[config.mk]
export PLATFORM = sky130hd
export DESIGN_NAME = lighthouse_pulse_capture
export DESIGN_NICKNAME = d
export VERILOG_FILES = /design/src/rtl/lighthouse_pulse_capture.sv
export SDC_FILE = /design/constraint.sdc
export NUM_CORES = 2
export LEC_CHECK = 0
export ABC_AREA = 0
export BUFFER_PORTS_ARGS = -buffer_cell sky130_fd_sc_hd__clkbuf_2
export CORE_MARGIN = 8
export CORE_UTILIZATION = 40
export DETAILED_ROUTE_END_ITERATION = 12
export HOLD_SLACK_MARGIN = 0.15
export SLEW_MARGIN = 25
export SYNTH_ARGS = -nofsm -noshare
export SYNTH_HDL_FRONTEND = slang
export SYNTH_SLANG_ARGS = --single-unit
[constraint.sdc]
create_clock -name clock -period 4.92 [get_ports clock]
set_input_delay 0.246 -clock clock [delete_from_list [all_inputs] [get_ports clock]]
set_output_delay 0.246 -clock clock [all_outputs]
set_load 0.02 [all_outputs]
[src/rtl/lighthouse_pulse_capture.sv]
// ---------------------------------------------------------------------------
// lighthouse_pulse_capture
//
// Measures the high-pulse duration of up to NUM_SENSORS lighthouse photodiode
// inputs in parallel. Durations are counted in ticks of an internal prescaled
// timebase. Each channel can run one-shot or auto-rearm. Results, status and
// control are accessed through an Avalon-MM slave with no wait states.
//
// Ports:
//   clock           system clock
//   reset           asynchronous, active-low reset
//   address         Avalon word address
//   write           Avalon write strobe
//   writedata       Avalon write data
//   read            Avalon read strobe (a read of a duration word clears
//                   that channel's valid flag)
//   readdata        Avalon read data, combinational from address
//   waitrequest     always 0
//   sensor_signal_i raw asynchronous sensor inputs
//
// Register map (word addresses):
//   0      R: valid bits       W: 1 arms channel i
//   1      R/W: mode bits (1 = auto-rearm)
//   2      R: free-running tick timer
//   3      R: overflow bits    W: write-1-to-clear
//   4+i    R: duration[i]
//   other  R: 32'hDEAD_BEEF
// ---------------------------------------------------------------------------
module lighthouse_pulse_capture #(
  parameter int NUM_SENSORS = 16,
  parameter int CNT_WIDTH   = 32,
  parameter int PRESCALE    = 50,
  parameter int MAX_TICKS   = 10000,
  parameter int ADDR_WIDTH  = 5
) (
  input  logic                   clock,
  input  logic                   reset,
  input  logic [ADDR_WIDTH-1:0]  address,
  input  logic                   write,
  input  logic [31:0]            writedata,
  input  logic                   read,
  output logic [31:0]            readdata,
  output logic                   waitrequest,
  input  logic [NUM_SENSORS-1:0] sensor_signal_i
);

  localparam int                  PS_W    = (PRESCALE > 1) ? $clog2(PRESCALE) : 1;
  localparam logic [PS_W-1:0]     PS_LAST = PS_W'(PRESCALE - 1);
  localparam logic [CNT_WIDTH-1:0] MAX_CNT = CNT_WIDTH'(MAX_TICKS);

  typedef enum logic [1:0] {
    ST_IDLE,
    ST_ARMED,
    ST_HIGH,
    ST_DONE
  } chState_t;

  logic [NUM_SENSORS-1:0] r_sync1;
  logic [NUM_SENSORS-1:0] r_sync2;
  logic [NUM_SENSORS-1:0] r_syncDly;
  logic [NUM_SENSORS-1:0] w_rise;
  logic [NUM_SENSORS-1:0] w_fall;

  logic [PS_W-1:0]        r_prescale;
  logic                   w_tick;
  logic [CNT_WIDTH-1:0]   r_timer;

  chState_t               r_state    [NUM_SENSORS];
  logic [CNT_WIDTH-1:0]   r_durCnt   [NUM_SENSORS];
  logic [CNT_WIDTH-1:0]   r_duration [NUM_SENSORS];
  logic [CNT_WIDTH-1:0]   w_durNext  [NUM_SENSORS];
  logic [NUM_SENSORS-1:0] r_valid;
  logic [NUM_SENSORS-1:0] r_ovf;
  logic [NUM_SENSORS-1:0] r_mode;

  logic                   w_armWr;
  logic                   w_modeWr;
  logic                   w_ovfClrWr;
  logic [NUM_SENSORS-1:0] w_rdClr;
  logic                   w_unused;

  assign waitrequest = 1'b0;
  assign w_unused    = &{1'b0, writedata[31:NUM_SENSORS]};

  // Two flops resynchronise the asynchronous pins; the third holds the
  // previous synchronised level so edges can be detected.
  always_ff @(posedge clock or negedge reset) begin
    if (!reset) begin
      r_sync1   <= '0;
      r_sync2   <= '0;
      r_syncDly <= '0;
    end else begin
      r_sync1   <= sensor_signal_i;
      r_sync2   <= r_sync1;
      r_syncDly <= r_sync2;
    end
  end

  assign w_rise = r_sync2 & ~r_syncDly;
  assign w_fall = ~r_sync2 & r_syncDly;

  // Prescaler wraps at PRESCALE-1; with PRESCALE=1 it stays at 0 and the
  // tick is asserted every clock.
  assign w_tick = (r_prescale == PS_LAST);

  always_ff @(posedge clock or negedge reset) begin
    if (!reset) begin
      r_prescale <= '0;
      r_timer    <= '0;
    end else begin
      if (w_tick) begin
        r_prescale <= '0;
        r_timer    <= r_timer + 1'b1;
      end else begin
        r_prescale <= r_prescale + 1'b1;
      end
    end
  end

  assign w_armWr    = write && (address == ADDR_WIDTH'(0));
  assign w_modeWr   = write && (address == ADDR_WIDTH'(1));
  assign w_ovfClrWr = write && (address == ADDR_WIDTH'(3));

  // Per-channel read-clear strobes and the tick-advanced duration count.
  always_comb begin
    for (int i = 0; i < NUM_SENSORS; i++) begin
      w_rdClr[i]   = read && (address == ADDR_WIDTH'(i + 4));
      w_durNext[i] = r_durCnt[i] + {{(CNT_WIDTH-1){1'b0}}, w_tick};
    end
  end

  // Channel FSMs and status flags. An arm write overrides everything else
  // on that channel. Inside the FSM branch, later assignments deliberately
  // win: a capture beats a read-clear, a timeout beats an overflow clear.
  // The fall latches the tick-advanced count so a pulse seen high for N
  // ticks reports N.
  always_ff @(posedge clock or negedge reset) begin
    if (!reset) begin
      for (int i = 0; i < NUM_SENSORS; i++) begin
        r_state[i]    <= ST_IDLE;
        r_durCnt[i]   <= '0;
        r_duration[i] <= '0;
      end
      r_valid <= '0;
      r_ovf   <= '0;
      r_mode  <= '0;
    end else begin
      if (w_modeWr) begin
        r_mode <= writedata[NUM_SENSORS-1:0];
      end
      for (int i = 0; i < NUM_SENSORS; i++) begin
        if (w_armWr && writedata[i]) begin
          r_state[i]  <= ST_ARMED;
          r_durCnt[i] <= '0;
          r_valid[i]  <= 1'b0;
          r_ovf[i]    <= 1'b0;
        end else begin
          if (w_rdClr[i]) begin
            r_valid[i] <= 1'b0;
          end
          if (w_ovfClrWr && writedata[i]) begin
            r_ovf[i] <= 1'b0;
          end
          case (r_state[i])
            ST_IDLE: begin
              r_state[i] <= ST_IDLE;
            end
            ST_ARMED: begin
              if (w_rise[i]) begin
                r_state[i]  <= ST_HIGH;
                r_durCnt[i] <= '0;
              end
            end
            ST_HIGH: begin
              if (w_fall[i]) begin
                r_duration[i] <= w_durNext[i];
                r_valid[i]    <= 1'b1;
                r_state[i]    <= ST_DONE;
              end else if (w_durNext[i] >= MAX_CNT) begin
                r_duration[i] <= MAX_CNT;
                r_valid[i]    <= 1'b1;
                r_ovf[i]      <= 1'b1;
                r_state[i]    <= ST_DONE;
              end else begin
                r_durCnt[i] <= w_durNext[i];
              end
            end
            ST_DONE: begin
              r_state[i] <= r_mode[i] ? ST_ARMED : ST_IDLE;
            end
            default: begin
              r_state[i] <= ST_IDLE;
            end
          endcase
        end
      end
    end
  end

  // Read mux is purely address-driven; the read strobe only matters for
  // the valid-clear side effect.
  always_comb begin
    readdata = 32'hDEAD_BEEF;
    case (address)
      ADDR_WIDTH'(0): readdata = 32'(r_valid);
      ADDR_WIDTH'(1): readdata = 32'(r_mode);
      ADDR_WIDTH'(2): readdata = 32'(r_timer);
      ADDR_WIDTH'(3): readdata = 32'(r_ovf);
      default: begin
        for (int i = 0; i < NUM_SENSORS; i++) begin
          if (address == ADDR_WIDTH'(i + 4)) begin
            readdata = 32'(r_duration[i]);
          end
        end
      end
    endcase
  end

endmodule
==> flow_summary.toml <==
[critical_path]
slowest_delay_ps = 570
slowest_stage = "dlygate4sd3_1"
crit_type = "register to register"
crit_path_end_kind = "register"
path_cells = "inv_1 > ha_1 > nand3b_1 > nor3b_4 > buf_12 > ha_1 > ha_1 > and4_1 > nand2_1 > nor4b_1 > o21bai_1 > a2111oi_0 > nand4_1 > a32oi_1 > a21oi_1 > dlygate4sd3_1"
crit_top_cell = "ha_1"
start_kind = "register"
required_ps = 5580
cp.arrival_ps = 5290
reg2reg_depth = 16
path_max_fanout = 11

[sta]
rsz0062_at_grt = "no"
tightest_slew_ps = 1090
setup_tns_ps = 0
report.final.slew_viol_count = 0
slew-limit-headroom = 0.267
max_freq_ghz = 0.216
clock_skew_ps = 36.2
period_needed_ps = 4630
post-route-period-util = 0.942
final_hold_viol_count = 0
finalSetupViolations = 0

[floorplan]
io_pins = 90
dieArea_um2 = 177000
dieHeight_um = 421
coreArea_um2 = 163000
die_w_um = 421
initial_core_util = 0.403
num_rows = 148

[clock_network]
htree_levels = 4
clkLatencyLatePin_ps = 790
cts_buffers = 139
root_buffer = "clkbuf_16"
clockBufferDepth = 3
cts_tree = "built"
cts.sinks = 1190
clk_pin_slew_worst_paths_ps = 60

[synth]
synth_edf_count = 0
synth-seq-cells = 1190
async_reset_ff_frac = 1.00
yosys_warnings = 0
syn-num-nets = 7221
synth-main-ff-cell = "dfrtp_1"
synth_area_per_cell_um2 = 9.27
seq_area_frac_synth = 0.453
synth.distinct_cells = 107
syn_inst = 7081
synthesis.area_um2 = 65700

[pwr]
max-vdd-ir-drop_mv = 0.375
p_per_area_nw_per_um2 = 363
power_uw = 27200
p_leak_uw = 0.0326

[hold_path]
hold_class = "input port to register"
hold_depth = 2

[placement]
gp_congestion = 1.01
port_buffers = 72
hpwlAfterDp_um = 172000

[detailed_routing]
routedWlPerCell_um = 24.6
via_per_inst = 6.02
drtAntennaViolNets = 0
drtIter0Drc = 6384
totalWireLength_um = 233000
drt_pass1_iterations = 8
vias = 57000
drc = 0

[outcome]
status = "completed"

[finish]
synthToLayoutAreaGrowth_pct = 13.9
nNetsFinal = 7307
drive_gt1_frac = 0.106

[global_routing]
grt_max_degree = 167
antenna_found_initial = 10
gr-total-overflow = 0
grt_pass1_vias = 53400
gr-usage-all-layers = 0.252
grt_pass1_wl_um = 349000

[flow_run]
drv_cap = 0
logic make-up after synthesis:
logic type | Yosys count | share of synthesized area
buffers and inverters | 637 | 0.0383
AOI/OAI and AO/OA | 1772 | 0.184
other | 1 | 0.0000571
xor gates and xnor gates | 456 | 0.0608
adders and majority gates | 89 | 0.0167
muxes | 127 | 0.0231
DFF | 1190 | 0.453
and+or+nand+nor | 2809 | 0.224
placed cells by master (no fill, tap or decap), drive strengths merged, types with 205 or more instances in the layout:
cell,netlist,final
nand3,321,321
clkbuf,351,264
dfrtp,1190,1190
a21oi,220,220
o21ai,496,496
nor2,392,392
xor2,216,216
and2,383,383
nand2,757,757
xnor2,240,240
buf,90,265
inv,196,205
cells in the mapped netlist (20+ instances only):
| cell type | n | area, um2 |
|---|---|---|
| dfrtp_1 | 1190 | 29800 |
| nand2_1 | 757 | 2840 |
| o21ai_0 | 486 | 2430 |
| nor2_1 | 391 | 1470 |
| and2_1 | 378 | 2360 |
| clkbuf_1 | 347 | 1300 |
| nand3_1 | 320 | 1600 |
| xnor2_1 | 240 | 2100 |
| a21oi_1 | 220 | 1100 |
| xor2_1 | 216 | 1890 |
| inv_1 | 195 | 732 |
| a22o_1 | 194 | 1700 |
| nand4_1 | 193 | 1210 |
| nor3_1 | 147 | 736 |
| and3_1 | 141 | 882 |
| o22ai_1 | 121 | 757 |
| o31ai_1 | 101 | 758 |
| nor4_1 | 93 | 582 |
| ha_1 | 83 | 1040 |
| a21o_1 | 82 | 616 |
| a22oi_1 | 75 | 563 |
| o2bb2ai_1 | 70 | 613 |
| nand2b_1 | 69 | 432 |
| buf_2 | 61 | 305 |
| and4_1 | 57 | 499 |
| mux2_2 | 57 | 642 |
| mux2i_1 | 56 | 561 |
| or3_1 | 56 | 350 |
| a31oi_1 | 53 | 332 |
| nor2b_1 | 36 | 225 |
| o211ai_1 | 34 | 255 |
| or2_2 | 33 | 206 |
| a32oi_1 | 31 | 272 |
| nor3b_1 | 27 | 203 |
| or4_1 | 25 | 188 |
| a211oi_1 | 22 | 165 |
| o41ai_1 | 20 | 175 |
where the power goes:
group | switching (uW) | internal (uW)
combinational | 3470 | 1670
clock | 4410 | 6480
sequential | 708 | 10400
what timing repair did:
action                                  4_1_cts  5_1_grt
endpoints found under the setup margin        0      254
hold buffers                                 52        0
hold endpoints to repair                   1108        0
gates resized for setup                       0       30
buffers inserted                              0        3
worst paths after layout:
kind                                    start               to  slack [ps]
setup / recovery                r_prescale[1]        r_ovf[11]         290
hold / removal             sensor_signal_i[1]       r_sync1[1]         190
setup reg to reg                r_prescale[1]        r_ovf[11]         290
hold reg to reg                    r_sync1[1]       r_sync2[1]         340
max in group asynchronous               reset     r_durCnt[88]        3040
min in group asynchronous               reset  r_duration[467]         680
metrics by stage:
step	hold WS (ps)	util	setup slack [ps]	cells	area, um2
after floorplan	-49.6	-	50.9	7081	65700
after global placement	155	0.425	134	9143	69200
after detailed placement	146	0.425	35.3	9143	69200
after global routing	183	0.459	1.62	9455	74800
after CTS	171	0.458	52.1	9447	74600
final	188	0.459	288	9459	74800
layout make-up:
class | count | area (um2)
multi-input cells | 5255 | 33600
repair buffers | 385 | 3130
flip-flops and latches | 1190 | 29800
inverters | 196 | 736
diodes | 6 | 15.0
well taps | 2175 | 2720
fillers | 15600 | 88100
clock buffers | 195 | 3980
clock inverters | 57 | 808
sequential cells by signal (all words and copies together), names as in the netlist, 32 cells and up:
| name | count |
|---|---|
| r_durCnt | 512 |
| r_duration | 512 |
| r_state | 32 |
| r_timer | 32 |
metal layers:
layer  global-route usage  share of wire  routed length, um
met5                    0        0.00012                 27
met4                0.116          0.052              12000
met3               0.0533          0.084              19600
met2                0.355           0.41              96300
met1                0.367           0.45             105000
critical path: cells and delay by family, from the launching register on:
kind	cells	cell delay [ps]
AND/OR/NAND/NOR	6	1540
AO/OA/AOI/OAI	4	930
buffers and inverters	3	900
adder cells (fa/ha/maj)	3	730
flip-flops	1	400
Note: power is estimated with default switching activity, not from simulation.
